### config.mk
export PLATFORM = sky130hd
export DESIGN_NAME = fifo_serial_tx
export DESIGN_NICKNAME = d
export VERILOG_FILES = /design/src/rtl/fifo_ser_pkg.sv /design/src/rtl/fifo_serial_tx_baud_tick_gen.sv /design/src/rtl/fifo_serial_tx.sv
export SDC_FILE = /design/constraint.sdc
export NUM_CORES = 1
export LEC_CHECK = 0
export CORE_MARGIN = 2
export CORE_UTILIZATION = 54
export CTS_CLUSTER_DIAMETER = 200
export CTS_CLUSTER_SIZE = 24
export DETAILED_ROUTE_END_ITERATION = 7
export PLACE_DENSITY = 0.91
export SLEW_MARGIN = 20
export SYNTH_ARGS = -nofsm -noshare
export SYNTH_HDL_FRONTEND = slang
export SYNTH_HIERARCHICAL = 1
export SYNTH_SLANG_ARGS = --single-unit
### constraint.sdc
create_clock -name clk -period 4 [get_ports clk]
set_clock_uncertainty 0.1 [all_clocks]
set_input_delay 0.4 -clock clk [delete_from_list [all_inputs] [get_ports clk]]
set_output_delay 0.4 -clock clk [all_outputs]
set_load 0.01 [all_outputs]
### src/rtl/fifo_ser_pkg.sv
// Shared constants and state encoding for the FIFO serial drain stage.
// The parity slot is only used when FIFO_SERIAL_TX_PARITY_EN is defined.
package fifo_ser_pkg;

    localparam int DEF_DATA_W       = 8;
    localparam int DEF_CLKS_PER_BIT = 4;

    localparam logic LINE_IDLE = 1'b1;
    localparam logic START_BIT = 1'b0;

    typedef enum logic [2:0] {
        IDLE   = 3'd0,
        POP    = 3'd1,
        LOAD   = 3'd2,
        START  = 3'd3,
        DATA   = 3'd4,
        PARITY = 3'd5,
        STOP   = 3'd6
    } state_e;

    // Counter width that stays at least one bit for a divide-by-one baud rate.
    function automatic int cnt_w(input int n);
        return (n <= 1) ? 1 : $clog2(n);
    endfunction

endpackage

### src/rtl/fifo_serial_tx_baud_tick_gen.sv
// Bit-period divider: tick marks the last clk of every CLKS_PER_BIT-cycle slot.
// clear holds the count at zero so the first slot after it is full length.
module baud_tick_gen
    import fifo_ser_pkg::*;
#(
    parameter int CLKS_PER_BIT = DEF_CLKS_PER_BIT
) (
    input  logic clk,
    input  logic reset,
    input  logic clear,
    output logic tick
);

    localparam int CNT_W = cnt_w(CLKS_PER_BIT);
    localparam logic [CNT_W-1:0] LAST = CNT_W'(CLKS_PER_BIT - 1);

    logic [CNT_W-1:0] cnt_q;
    logic [CNT_W-1:0] cnt_d;

    always_comb begin
        cnt_d = cnt_q;
        if (clear || (cnt_q == LAST)) begin
            cnt_d = '0;
        end else begin
            cnt_d = cnt_q + CNT_W'(1);
        end
    end

    always_ff @(posedge clk) begin
        if (reset) begin
            cnt_q <= '0;
        end else begin
            cnt_q <= cnt_d;
        end
    end

    assign tick = !clear && (cnt_q == LAST);

endmodule

### src/rtl/fifo_serial_tx.sv
// Drains one FIFO word per frame onto an async serial line (start, data LSB first, stop).
// Define FIFO_SERIAL_TX_PARITY_EN to insert an even-parity bit before the stop bit.
module fifo_serial_tx
    import fifo_ser_pkg::*;
#(
    parameter int DATA_W       = DEF_DATA_W,
    parameter int CLKS_PER_BIT = DEF_CLKS_PER_BIT
) (
    input  logic              clk,
    input  logic              reset,
    input  logic              enable_i,
    input  logic              fifo_empty_i,
    input  logic [DATA_W-1:0] fifo_data_i,
    output logic              pop_o,
    output logic              line_o,
    output logic              busy_o,
    output logic              frame_done_o
);

    localparam int BIT_W = $clog2(DATA_W + 1);
    localparam logic [BIT_W-1:0] LAST_BIT = BIT_W'(DATA_W - 1);

    state_e            state_q, state_d;
    logic [DATA_W-1:0] shreg_q, shreg_d;
    logic [BIT_W-1:0]  bit_cnt_q, bit_cnt_d;
    logic              line_q, line_d;
    logic              pop_q, pop_d;
    logic              busy_q, busy_d;
    logic              tick;
    logic              baud_clear;
`ifdef FIFO_SERIAL_TX_PARITY_EN
    logic              parity_q, parity_d;
`endif

    // The divider only runs while a bit slot is on the line.
    assign baud_clear = (state_q == IDLE) || (state_q == POP) || (state_q == LOAD);

    baud_tick_gen #(
        .CLKS_PER_BIT(CLKS_PER_BIT)
    ) u_baud (
        .clk  (clk),
        .reset(reset),
        .clear(baud_clear),
        .tick (tick)
    );

    always_comb begin
        state_d   = state_q;
        shreg_d   = shreg_q;
        bit_cnt_d = bit_cnt_q;
`ifdef FIFO_SERIAL_TX_PARITY_EN
        parity_d  = parity_q;
`endif
        case (state_q)
            IDLE: begin
                if (enable_i && !fifo_empty_i) begin
                    state_d = POP;
                end
            end
            POP: begin
                state_d = LOAD;
            end
            LOAD: begin
                shreg_d   = fifo_data_i;
                bit_cnt_d = '0;
`ifdef FIFO_SERIAL_TX_PARITY_EN
                parity_d  = ^fifo_data_i;
`endif
                state_d   = START;
            end
            START: begin
                if (tick) begin
                    state_d = DATA;
                end
            end
            DATA: begin
                if (tick) begin
                    shreg_d   = shreg_q >> 1;
                    bit_cnt_d = bit_cnt_q + BIT_W'(1);
                    if (bit_cnt_q == LAST_BIT) begin
`ifdef FIFO_SERIAL_TX_PARITY_EN
                        state_d = PARITY;
`else
                        state_d = STOP;
`endif
                    end
                end
            end
`ifdef FIFO_SERIAL_TX_PARITY_EN
            PARITY: begin
                if (tick) begin
                    state_d = STOP;
                end
            end
`endif
            STOP: begin
                if (tick) begin
                    state_d = IDLE;
                end
            end
            default: begin
                state_d = IDLE;
            end
        endcase
    end

    // Outputs are decoded from the next state so they register in step with it.
    always_comb begin
        pop_d  = (state_d == POP);
        busy_d = (state_d != IDLE);
        case (state_d)
            START:   line_d = START_BIT;
            DATA:    line_d = shreg_d[0];
`ifdef FIFO_SERIAL_TX_PARITY_EN
            PARITY:  line_d = parity_d;
`endif
            default: line_d = LINE_IDLE;
        endcase
    end

    always_ff @(posedge clk) begin
        if (reset) begin
            state_q   <= IDLE;
            shreg_q   <= '0;
            bit_cnt_q <= '0;
            line_q    <= LINE_IDLE;
            pop_q     <= 1'b0;
            busy_q    <= 1'b0;
`ifdef FIFO_SERIAL_TX_PARITY_EN
            parity_q  <= 1'b0;
`endif
        end else begin
            state_q   <= state_d;
            shreg_q   <= shreg_d;
            bit_cnt_q <= bit_cnt_d;
            line_q    <= line_d;
            pop_q     <= pop_d;
            busy_q    <= busy_d;
`ifdef FIFO_SERIAL_TX_PARITY_EN
            parity_q  <= parity_d;
`endif
        end
    end

    assign pop_o        = pop_q;
    assign line_o       = line_q;
    assign busy_o       = busy_q;
    assign frame_done_o = (state_q == STOP) && tick;

endmodule

=== Yosys cells after proc, flatten, opt, wreduce, memory -nomap -nowiden ===
Index checks and enable logic that the tools add are counted.

* Register bits after elaboration: 20
* Logic and storage cells: 45

* Add/sub/neg operators: 2
* Eq/ne operators: 11
* Multiplexer cells: 11
* Reduce and logical (&&, ||, !) cells: 13

{| class="wikitable"
|+ Operators by type and width
! cell !! number
|-
| $pmux W3 S6 || 1
|-
| $pmux W8 S2 || 1
|-
| $mux W3 || 5
|-
| $eq A3 B2 Y1 const B || 3
|-
| $eq A3 B3 Y1 const B || 3
|-
| $mux W8 || 1
|-
| $pmux W4 S2 || 1
|-
| $eq A3 B1 Y1 const B || 2
|-
| $add A4 B1 Y4 const B || 1
|-
| $eq A4 B3 Y1 const B || 1
|-
| $mux W4 || 1
|-
| $logic_and A1 B1 Y1 || 3
|-
| $logic_not A3 Y1 || 1
|-
| $logic_or A1 B1 Y1 || 3
|-
| $reduce_bool A3 Y1 || 1
|-
| $add A2 B1 Y2 const B || 1
|-
| $eq A2 B2 Y1 const B || 1
|-
| $logic_not A1 Y1 || 2
|-
| $ne A2 B2 Y1 const B || 1
|-
| $pmux W1 S2 || 1
|-
| $reduce_and A2 Y1 || 1
|-
| $reduce_bool A2 Y1 || 1
|-
| $reduce_or A2 Y1 || 1
|}

=== Depth between registers and ports, before layout ===
Gate-level depths: netlist of run 1.

* Depth after elaboration: 9
* Mapped depth: 9
* Mapped depth without buffers: 6

=== Hierarchy ===
Netlist of run 1, hierarchy kept.

{| class="wikitable"
|+ Modules (own cells, without submodules)
! module !! times used !! cells an instance !! area an instance (um^2) !! sequential area each (um^2)
|-
| fifo_serial_tx || 1 || 95 || 859.6 || 360.3
|-
| baud_tick_gen || 1 || 6 || 86.3 || 40.0
|}

=== Worst setup path after synthesis of run 1 ===
No wires, ideal clock.

* Path type: reg-to-reg
* Start: register state_q[0]
* End: register bit_cnt_q[3]
* Arrival: 1,661 ps
* Required time: 3,763 ps
* Path slack: 2,102 ps
* Cell stages (with the launch flop): 10
* Buffers on the path: 3
* Cell sequence: dfxtp_1 buf_2 a21oi_1 nor2b_1 buf_2 and4bb_1 buf_6 nand4_1 xor2_1 nor3_2

* Longest elaborated chain between the ends: 7
* Elaborated cells on any way between the ends: 12

{| class="wikitable"
|+ Ends and longest elaborated chain
! element !! RTL line !! text
|-
| start: declaration || fifo_serial_tx.sv:23 || <nowiki>state_e state_q, state_d;</nowiki>
|-
| start signal: assignment || fifo_serial_tx.sv:133 || <nowiki>state_q <= state_d;</nowiki>
|-
| $eq A3 B1 Y1 or $logic_not A3 Y1 (tied branches) || fifo_serial_tx.sv:36 || <nowiki>assign baud_clear = (state_q == IDLE) || (state_q == POP) || (state_q == LOAD);</nowiki>
|-
| $logic_or A1 B1 Y1 || fifo_serial_tx.sv:36 ||
|-
| $logic_or A1 B1 Y1 * || fifo_serial_tx.sv:36 ||
|-
| via baud_clear || fifo_serial_tx.sv:30 || <nowiki>logic baud_clear;</nowiki>
|-
| $logic_not A1 Y1 * || fifo_serial_tx_baud_tick_gen.sv:37 || <nowiki>assign tick = !clear && (cnt_q == LAST);</nowiki>
|-
| $logic_and A1 B1 Y1 * || fifo_serial_tx_baud_tick_gen.sv:37 ||
|-
| via tick || fifo_serial_tx.sv:29 || <nowiki>logic tick;</nowiki>
|-
| $ne A2 B2 Y1 (no line) * || -- ||
|-
| $reduce_and A2 Y1 (no line) * || -- ||
|-
| end signal: assignment || fifo_serial_tx.sv:135 || <nowiki>bit_cnt_q <= bit_cnt_d;</nowiki>
|-
| end: declaration || fifo_serial_tx.sv:25 || <nowiki>logic [BIT_W-1:0] bit_cnt_q, bit_cnt_d;</nowiki>
|}

Mark *: on every way through the listed nets, which the timed path passes. The rest lies on a longest branch.
A chain may end at the register's enable or synchronous reset.

=== Final worst setup path of run 1 ===
* Start: register state_q[0]
* End: output port frame_done_o

* Longest elaborated chain between the ends: 6
* Elaborated cells on any way between the ends: 9

{| class="wikitable"
|+ Ends and longest elaborated chain
! element !! RTL line !! text
|-
| $eq A3 B1 Y1 or $logic_not A3 Y1 (tied branches) || fifo_serial_tx.sv:36 ||
|-
| $logic_or A1 B1 Y1 || fifo_serial_tx.sv:36 ||
|-
| $logic_or A1 B1 Y1 * || fifo_serial_tx.sv:36 ||
|-
| via baud_clear || fifo_serial_tx.sv:30 ||
|-
| $logic_not A1 Y1 * || fifo_serial_tx_baud_tick_gen.sv:37 ||
|-
| $logic_and A1 B1 Y1 * || fifo_serial_tx_baud_tick_gen.sv:37 ||
|-
| via tick || fifo_serial_tx.sv:29 ||
|-
| $logic_and A1 B1 Y1 * || fifo_serial_tx.sv:148 || <nowiki>assign frame_done_o = (state_q == STOP) && tick;</nowiki>
|-
| end: declaration || fifo_serial_tx.sv:17 || <nowiki>output logic frame_done_o</nowiki>
|}

Marks and branches as above.

==> results of run 1 <==
## per-stage QoR
| stage | instances | cell area, µm² |
|---|---|---|
| after floorplan | 101 | 946 |
| after global placement | 126 | 1080 |
| after detailed placement | 126 | 1080 |
| after CTS | 130 | 1110 |
| after global routing | 130 | 1110 |
| final | 130 | 1110 |
## critical path: cells and delay by family, from the launching register on
family	cells	cell delay (ns)
DFF	1	0.63
AOI/OAI and AO/OA	1	0.21
and+or+nand+nor	2	0.74
buffers and inverters	1	0.53
## power by group through the flow
stage                     Combinational, W  Clock [W]  Sequential, W
after global routing             0.0000506   0.000132       0.000216
after global placement           0.0000447          0       0.000219
after floorplan                  0.0000280          0       0.000216
final                            0.0000456   0.000119       0.000215
after detailed placement         0.0000458          0       0.000219
after CTS                        0.0000459   0.000123       0.000215
## layer usage
| layer | global-route usage (%) | vias to the layer above | share of wire (%) |
|---|---|---|---|
| met3 | 5.95 | 5 | 3.4 |
| met4 | 10.3 | 0 | 2.0 |
| li1 | - | 394 | - |
| met5 | 0 | - | 0 |
| met2 | 30.0 | 18 | 47 |
| met1 | 27.3 | 351 | 47 |
## final timing paths
| check | depth (start not counted) | startpoint | to | slack [ns] |
|---|---|---|---|---|
| setup / recovery | 4 | state_q[0] | frame_done_o | 1.09 |
| hold / removal | 1 | u_baud/cnt_q[0] | u_baud/cnt_q[0] | 0.34 |
| setup reg to reg | 6 | state_q[0] | bit_cnt_q[3] | 1.44 |
| hold reg to reg | 1 | u_baud/cnt_q[0] | u_baud/cnt_q[0] | 0.34 |
## layout make-up
type / count / area (µm²)
fillers: 136 / 577
multi-input cells: 72 / 497
flip-flops and latches: 20 / 400
repair buffers: 15 / 150
clock buffers: 4 / 36.3
well taps: 17 / 21.3
inverters: 2 / 7.51
## cells by family (layout without fill, tap and decap cells)
group | after synthesis | after routing | synth area share, %
buffers and inverters | 9 | 21 | 5.16
AND/OR/NAND/NOR | 35 | 35 | 24.9
AO/OA/AOI/OAI | 32 | 32 | 21.8
flip-flops | 20 | 20 | 42.3
multiplexers | 1 | 1 | 1.06
XOR/XNOR | 1 | 1 | 0.926
adder cells (fa/ha/maj) | 3 | 3 | 3.84
## Yosys cell counts (2+ instances only)
cell / count
nor2_1: 7
a22oi_1: 9
inv_1: 2
nor2b_1: 4
o21a_1: 2
ha_1: 2
buf_2: 3
nand2_1: 8
o21ai_0: 6
dfxtp_1: 20
a21oi_1: 11
nand3_1: 2
nor3_1: 2
## registers in the layout, indices dropped and copies added (netlist names)
| name | cells |
|---|---|
| u_baud/cnt_q | 2 |
| state_q | 3 |
| bit_cnt_q | 4 |
| pop_o | 1 |
| busy_o | 1 |
| line_o | 1 |
| shreg_q | 8 |
==> summary.md, run 1 <==
| Metric | Value |
|---|---|
| Cell Pwr Density | `between 300 and 400 nW/µm²` |
| Final core utilization | `about 66%` |
| Worst path cell trace | `a21oi_1, nor2b_1, and4b_1, clkdlybuf4s50_1` |
| Root Buffer | `clkbuf_4` |
| Post-CTS Setup Bufs | `0` |
| Max incr delay on CP | `~0.63 ns` |
| Slowest-stage cell, CP | `dfxtp_1` |
| Antenna cells | `0` |
| Share of cells above drive strength 1 | `a little under 10%` |
| Final period util | `between 70 and 80%` |
| Final Hold Vio Count | `0` |
| Final setup margin | `about 1.1 ns` |
| Worst min-delay path category | `reg -> reg` |
| Via density | `between 5 and 6` |
| Commonest non-fill, non-tap cell in the layout | `dfxtp_1` |
| Routed wire per std cell | `roughly 14 µm` |
| Site Rows | `15` |
| Global-route wire length before repair | `slightly above 3000 µm` |
| Peak supply drop | `about 0.25 mV` |
| Dpl hpwl | `roughly 1300 µm` |
| Maximum Capacitance Violations | `0` |
| Commonest non-fill, non-tap cells in the layout | `dfxtp_1, clkdlybuf4s50_1, a21oi_1` |
| Hold WS | `between 0.3 and 0.4 ns` |
| YS warnings | `6` |
| Area Overhead vs Synth | `17.6%` |
| Core Box Area | `1690 µm²` |
| Switching Share | `between 20 and 25%` |
| Worst-skew pair later-pin latency | `a little over 0.3 ns` |
| CP max FO | `15` |
| Worst-path clk slew | `approximately 0.11 ns` |
| Total Power | `roughly 0.00038 W` |
| ANT nets after route | `0` |
| GPL Wtd Cong | `0.721` |
| Die width | `45.9 µm` |
| Fmax | `between 300 and 400 MHz` |
| Total GRT Usage | `20.6%` |
| Initial core utilization | `about 56%` |
| Synthesis-stage register bit count | `20` |
| Resized Gates After CTS | `0` |
| CTS max path bufs | `2` |
| Outcome | `completed` |
| Vias in the first global route | `about 700` |
| Fin nets | `between 100 and 150` |
| Crit Path Class | `reg -> out` |
| CTS tree | `yes` |
| Total Neg Setup Slack | `0 ns` |
| CTS buffer count | `3` |
| Vias | `768` |
| Place WS | `1.45 ns` |
| Sequential share of the synthesized area | `about 42%` |
| Synth area leaders | `dfxtp_1, a22oi_1, a21oi_1, o21ai_0, nand2_1` |
| Tmin final | `2.91 ns` |
| Max-slew headroom | `between 50% and 60%` |
| Area leader, netlist | `dfxtp_1` |
| Total die area | `approximately 2100 µm²` |
| Synthesized area per cell | `9.37 µm²` |
| Endpoint arrival time on the critical path | `~2.4 ns` |
| Static Leak | `between 0.3 and 0.4 nW` |
| Yosys cell types | `36` |
| Die H | `45.9 µm` |
| Final setup violating endpoints | `0` |
| CTS sink cnt | `20` |
| Async set or reset register ratio after synthesis | `0%` |
| Io pins | `16` |
| Residual DRC | `0` |
| Drt pass-1 iters | `4` |
| Synth top area share | `42.3%` |
| Clock power share | `between 30% and 40%` |
| Ys flop type | `dfxtp_1` |
| Endpoint type of the worst setup path | `primary output` |
| Comb pwr share | `12.0%` |
| Antenna violations before repair | `0` |
| Post-cts hold buffer count | `0` |
| Initial DRC count | `14` |
| # port buffers | `15` |
| Syn Nets | `roughly 120` |
| EDFF count, synth | `0` |
| Pin count of the biggest net entering global routing | `20` |
| Syn Std Cell Area | `about 950 µm²` |
| Sequential share of power | `between 50% and 60%` |
| RSZ-0062 raised after global routing | `no` |
| Startpoint Class | `flop` |
| Worst EP required | `3.50 ns` |
| Int Power | `roughly 0.00029 W` |
| Total wire length | `1790 µm` |
| NetSw | `roughly 0.000092 W` |
| Grt ovf | `0` |
| Mapped Cells | `~100` |
| H-Tree Depth | `1` |
| Pins Over Slew Limit | `0` |
| Least-Margin Pin Slew | `between 0.7 and 0.8 ns` |
No activity file was read; power rests on OpenSTA's default activity.
==> run 2: changes to the inputs <==
- CORE_UTILIZATION: 54 -> 50
- PLACE_DENSITY: 0.91 -> 0.86
- clock period: 4 -> 2.95 ns (I/O delays scaled with it)
==> summary.md, run 2 (synthesized netlist as in run 1, its figures left out) <==
| Metric | Value |
|---|---|
| CTS tree | `yes` |
| CTS buffer count | `3 (unchanged)` |
| Clock power share | `38.5% (+7.1 points)` |
| Fin nets | `129 (+0.78%)` |
| Total wire length | `1770 µm (-1.0%)` |
| # placed instances | `135 (+7.1%)` |
| Share of cells above drive strength 1 | `10.5% (+0.79 points)` |
| Endpoint arrival time on the critical path | `2.29 ns (-0.12 ns)` |
| CTS sink cnt | `20 (unchanged)` |
| Worst min-delay path category | `reg -> reg` |
| Commonest non-fill, non-tap cell in the layout | `dfxtp_1` |
| Antenna violations before repair | `0 (unchanged)` |
| Crit Path Class | `reg -> out` |
| Die width | `47.5 µm (+3.6%)` |
| Site Rows | `15 (unchanged)` |
| # port buffers | `15 (unchanged)` |
| Global-route wire length before repair | `2880 µm (-5.6%)` |
| Worst-skew pair later-pin latency | `0.30 ns (about the same)` |
| Peak supply drop | `0.402 mV (+61%)` |
| Final setup violating endpoints | `0 (unchanged)` |
| Drt pass-1 iters | `4 (unchanged)` |
| Initial core utilization | `54.2% (-1.8 points)` |
| Tmin final | `approximately 2.7 ns` |
| Total die area | `2260 µm² (+7.3%)` |
| Final period util | `roughly nine tenths` |
| Final Hold Vio Count | `0 (unchanged)` |
| Total Power | `0.000574 W (+51%)` |
| Sequential share of power | `50.8% (-5.8 points)` |
| Core Box Area | `1750 µm² (+3.3%)` |
| Maximum Capacitance Violations | `0 (unchanged)` |
| Total Neg Setup Slack | `0 ns (unchanged)` |
| Switching Share | `21.3% (-3.0 points)` |
| Max-slew headroom | `49.1% (-1.5 points)` |
| Area Overhead vs Synth | `21.2%` |
| Pins Over Slew Limit | `0 (unchanged)` |
| Antenna cells | `0 (unchanged)` |
| Vias | `790 (+2.9%)` |
| Resized Gates After CTS | `0 (unchanged)` |
| Filler cells | `140 (+2.9%)` |
| Regs by FF count | `shreg_q (8), bit_cnt_q (4), state_q (3)` |
| Total GRT Usage | `18.5% (-2.0 points)` |
| GPL Wtd Cong | `0.778 (+7.8%)` |
| Top reg by flops | `shreg_q` |
| ANT nets after route | `0 (unchanged)` |
| NetSw | `0.000122 W (+33%)` |
| Root Buffer | `clkbuf_4` |
| Static Leak | `0.395 nW (+3.2%)` |
| CP max FO | `15 (unchanged)` |
| Post-cts hold buffer count | `0 (unchanged)` |
| Worst-path clk slew | `0.12 ns (about the same)` |
| Io pins | `16 (unchanged)` |
| Int Power | `0.000452 W (+57%)` |
| Cell Pwr Density | `501 nW/µm² (+47%)` |
| Endpoint type of the worst setup path | `primary output` |
| Initial DRC count | `7 (-7)` |
| Comb pwr share | `10.6% (-1.4 points)` |
| Die H | `47.5 µm (+3.6%)` |
| Dpl hpwl | `1220 µm (-5.5%)` |
| Worst EP required | `2.56 ns (-0.94 ns)` |
| H-Tree Depth | `1 (unchanged)` |
| Routed wire per std cell | `12.7 µm (-7.4%)` |
| Outcome | `completed` |
| Via density | `5.68 (-3.8%)` |
| Grt ovf | `0 (unchanged)` |
| Least-Margin Pin Slew | `0.761 ns (+0.0230 ns)` |
| Residual DRC | `0 (unchanged)` |
| Pin count of the biggest net entering global routing | `20 (unchanged)` |
| Max reg flops | `8 (unchanged)` |
| Vias in the first global route | `665 (-5.5%)` |
| CTS max path bufs | `2 (unchanged)` |
| RSZ-0062 raised after global routing | `no` |
| Commonest non-fill, non-tap cells in the layout | `dfxtp_1, clkdlybuf4s50_1, a21oi_1` |
| Post-CTS Setup Bufs | `0 (unchanged)` |
| Startpoint Class | `flop` |
| Final Instance Count excl. Fillers | `139 (+6.9%)` |
| Fmax | `between 300 and 400 MHz` |
## run 2: changes by cell type in the layout (fill, tap and decap cells not counted)
| cell | previous run | this run |
|---|---|---|
| buf_4 | 0 | 1 |
| bufinv_16 | 0 | 1 |
| clkbuf_8 | 1 | 0 |
## run 2: final timing paths
path / from / end / slack [ns] / cells after the start
hold / removal: u_baud/cnt_q[0] / u_baud/cnt_q[0] / 0.34 / 1
setup / recovery: state_q[0] / frame_done_o / 0.26 / 4
hold reg to reg: u_baud/cnt_q[0] / u_baud/cnt_q[0] / 0.34 / 1
setup reg to reg: state_q[0] / bit_cnt_q[3] / 0.52 / 6
## run 2: power by group through the flow
stage               combinational, W  sequential (W)  clock (W)
finish                     0.0000610        0.000292   0.000221
global route               0.0000679        0.000293   0.000236
CTS                        0.0000615        0.000291   0.000225
detailed placement         0.0000612        0.000297          0
global placement           0.0000595        0.000297          0
floorplan                  0.0000379        0.000293          0
## run 2: critical path: stages, from the launching register on
cell	delay, ns
dfxtp_1	0.67
a21oi_1	0.24
nor2b_1	0.32
and4b_1	0.23
clkdlybuf4s50_1	0.53
## run 2: metrics by stage
stage,cell area [µm²],setup WS [ns],util [%],hold slack [ns]
2_1_floorplan,946,1.05,-,0.268
3_3_place_gp,1090,0.730,62.7,0.320
3_5_place_dp,1090,0.595,62.7,0.329
4_1_cts,1150,0.296,65.7,0.344
5_1_grt,1150,0.136,65.7,0.372
6_report,1150,0.262,65.7,0.341
## run 2: metal layers
layer | vias to the layer above | track usage (%) | wire length [µm]
met5 | - | 0 | 0
met4 | 0 | 11.7 | 43
met3 | 5 | 4.53 | 78
met2 | 18 | 28.1 | 832
met1 | 371 | 23.5 | 813
li1 | 396 | - | -
## run 2: final cells by class
cell class,count,area [µm²],share of cell area [%]
repair buffers,16,158,13.8
flip-flops and latches,20,400,34.9
multi-input cells,72,497,43.3
clock inverters,1,30.0,2.62
well taps,25,31.3,2.73
inverters,2,7.51,0.655
clock buffers,3,22.5,1.97
==> run 3: changes to the inputs <==
- CORE_UTILIZATION: 50 -> 54
- GPL_ROUTABILITY_DRIVEN: default -> 0
- PLACE_DENSITY: 0.86 -> 0.91
- clock period: 2.95 -> 3.3 ns (I/O delays scaled with it)
==> summary.md, run 3 (synthesized netlist as in run 1, its figures left out) <==
| Metric | Value |
|---|---|
| Outcome | `completed` |
| Maximum Capacitance Violations | `0 (unchanged)` |
| Max incr delay on CP | `0.63 ns (-0.04 ns)` |
| Hold Path Depth | `1 (unchanged)` |
| Routed wire per std cell | `13.5 µm (+6.3%)` |
| Top reg by flops | `shreg_q` |
| Static Leak | `0.383 nW (-3.1%)` |
| Worst-path clk slew | `0.11 ns (about the same)` |
| Final Hold Vio Count | `0 (unchanged)` |
| Clock power share | `30.5% (-8.0 points)` |
| Fin nets | `128 (-0.78%)` |
| Peak supply drop | `0.262 mV (-35%)` |
| ANT nets after route | `0 (unchanged)` |
| Pin count of the biggest net entering global routing | `20 (unchanged)` |
| Site Rows | `15 (unchanged)` |
| CTS max path bufs | `2 (unchanged)` |
| Final Cell Area | `1110 µm² (-2.9%)` |
| NetSw | `0.000105 W (-14%)` |
| Die width | `45.9 µm (-3.5%)` |
| Final Instance Count excl. Fillers | `130 (-6.5%)` |
| Vias in the first global route | `730 (+9.8%)` |
| Commonest non-fill, non-tap cell in the layout | `dfxtp_1` |
| Worst min-delay path category | `reg -> reg` |
| Regs by FF count | `shreg_q (8), bit_cnt_q (4), state_q (3)` |
| Cell Pwr Density | `407 nW/µm² (-19%)` |
| Endpoint arrival time on the critical path | `2.38 ns (+0.09 ns)` |
| Top delay family on crit path | `simple AND/OR/NAND/NOR gates` |
| RSZ-0062 raised after global routing | `no` |
| Crit Path Class | `reg -> out` |
| Endpoint type of the worst setup path | `primary output` |
| Least-Margin Pin Slew | `0.712 ns (-0.0486 ns)` |
| Worst EP required | `2.87 ns (+0.31 ns)` |
| Filler cells | `141 (+0.71%)` |
| Final setup violating endpoints | `0 (unchanged)` |
| Share of cells above drive strength 1 | `9.73% (-0.79 points)` |
| Root Buffer | `clkbuf_4` |
| Worst r2r path cells | `6 (unchanged)` |
| Drt pass-1 iters | `4 (unchanged)` |
| Die H | `45.9 µm (-3.5%)` |
| Slowest-stage cell, CP | `dfxtp_1` |
| Resized Gates After CTS | `0 (unchanged)` |
| Via density | `5.95 (+4.8%)` |
| Io pins | `16 (unchanged)` |
| Core Box Area | `1690 µm² (-3.2%)` |
| Pins Over Slew Limit | `0 (unchanged)` |
| Cell count along the critical path | `4 (unchanged)` |
| H-Tree Depth | `1 (unchanged)` |
| Residual DRC | `0 (unchanged)` |
| Antenna cells | `0 (unchanged)` |
| Post-CTS Setup Bufs | `0 (unchanged)` |
| Fmax | `around 360 MHz` |
| # port buffers | `15 (unchanged)` |
| Sequential share of power | `57.4% (+6.6 points)` |
| Total Neg Setup Slack | `0 ns (unchanged)` |
| Commonest non-fill, non-tap cells in the layout | `dfxtp_1, clkdlybuf4s50_1, a21oi_1` |
| Post-cts hold buffer count | `0 (unchanged)` |
| Tmin final | `about 2.8 ns` |
| Grt ovf | `0 (unchanged)` |
| Cell Area, Placed | `1080 µm² (-1.6%)` |
| Total GRT Usage | `19.7% (+1.2 points)` |
| Total die area | `2100 µm² (-6.8%)` |
| CTS sink cnt | `20 (unchanged)` |
| Final core utilization | `65.9% (+0.19 points)` |
| Max-slew headroom | `52.4% (+3.3 points)` |
| CTS buffer count | `3 (unchanged)` |
| Area Overhead vs Synth | `17.6%` |
| # placed instances | `126 (-6.7%)` |
| CP max FO | `15 (unchanged)` |
| Vias | `774 (-2.0%)` |
| Comb pwr share | `12.1% (+1.5 points)` |
| Bufs and invs on worst path | `1 (unchanged)` |
| Worst path cell trace | `a21oi_1, nor2b_1, and4b_1, clkdlybuf4s50_1` |
| Startpoint Class | `flop` |
| Worst-skew pair later-pin latency | `0.29 ns (about the same)` |
| Int Power | `0.000348 W (-23%)` |
| Initial core utilization | `56.0% (+1.8 points)` |
| Initial DRC count | `17 (+10)` |
| Max reg flops | `8 (unchanged)` |
| Antenna violations before repair | `0 (unchanged)` |
| Dpl hpwl | `1260 µm (+3.3%)` |
| Final period util | `between 80% and 90%` |
| Switching Share | `23.1% (+1.9 points)` |
| Total Power | `0.000453 W (-21%)` |
| Total wire length | `1760 µm (-0.62%)` |
| Global-route wire length before repair | `2970 µm (+3.3%)` |
| CTS tree | `yes` |
## run 3: cell count changes in the layout (fill, tap and decap cells not counted)
cell / previous run / this run
buf_4: 1 / 0
clkbuf_8: 0 / 1
bufinv_16: 1 / 0
## run 3: final timing paths
| kind | from | to | slack (ns) |
|---|---|---|---|
| worst min-delay path | u_baud/cnt_q[0] | u_baud/cnt_q[0] | 0.34 |
| worst max register to register | state_q[0] | bit_cnt_q[3] | 0.74 |
| worst max-delay path | state_q[0] | frame_done_o | 0.49 |
| worst min register to register | u_baud/cnt_q[0] | u_baud/cnt_q[0] | 0.34 |
## run 3: layout make-up
class | count | area, µm² | share of cell area, %
inverters | 2 | 7.51 | 0.675
clock buffers | 4 | 36.3 | 3.26
repair buffers | 15 | 150 | 13.5
multi-input cells | 72 | 497 | 44.7
well taps | 17 | 21.3 | 1.91
flip-flops and latches | 20 | 400 | 36.0
## run 3: worst reg2reg max path: cells and delay by family, from the launching register on
family          cells  cell delay (ns)
flops               1             0.63
xor+xnor            1             0.19
simple gates        4             1.28
compound gates      1             0.22
## run 3: per-stage QoR
| step | setup slack (ns) | hold slack, ns |
|---|---|---|
| global route | 0.275 | 0.367 |
| floorplan | 1.40 | 0.303 |
| global placement | 0.929 | 0.320 |
| detailed placement | 0.765 | 0.337 |
| CTS | 0.460 | 0.352 |
| finish | 0.489 | 0.343 |
## run 3: power groups by stage
stage | Combinational (W) | Clock (W) | Sequential [W]
after floorplan | 0.0000339 | 0 | 0.000262
after global placement | 0.0000538 | 0 | 0.000265
after detailed placement | 0.0000548 | 0 | 0.000265
after CTS | 0.0000552 | 0.000144 | 0.000260
after global routing | 0.0000605 | 0.000154 | 0.000262
final | 0.0000548 | 0.000138 | 0.000260
## run 3: metal layers
| layer | global-route usage, % | part of all wire [%] | wire length (µm) | vias to the layer above |
|---|---|---|---|---|
| met5 | 0 | 0 | 0 | - |
| met4 | 10.3 | 2.4 | 43 | 0 |
| met3 | 5.56 | 4.4 | 77 | 6 |
| met2 | 30.0 | 49 | 854 | 20 |
| met1 | 25.1 | 44 | 781 | 356 |
| li1 | - | - | - | 392 |
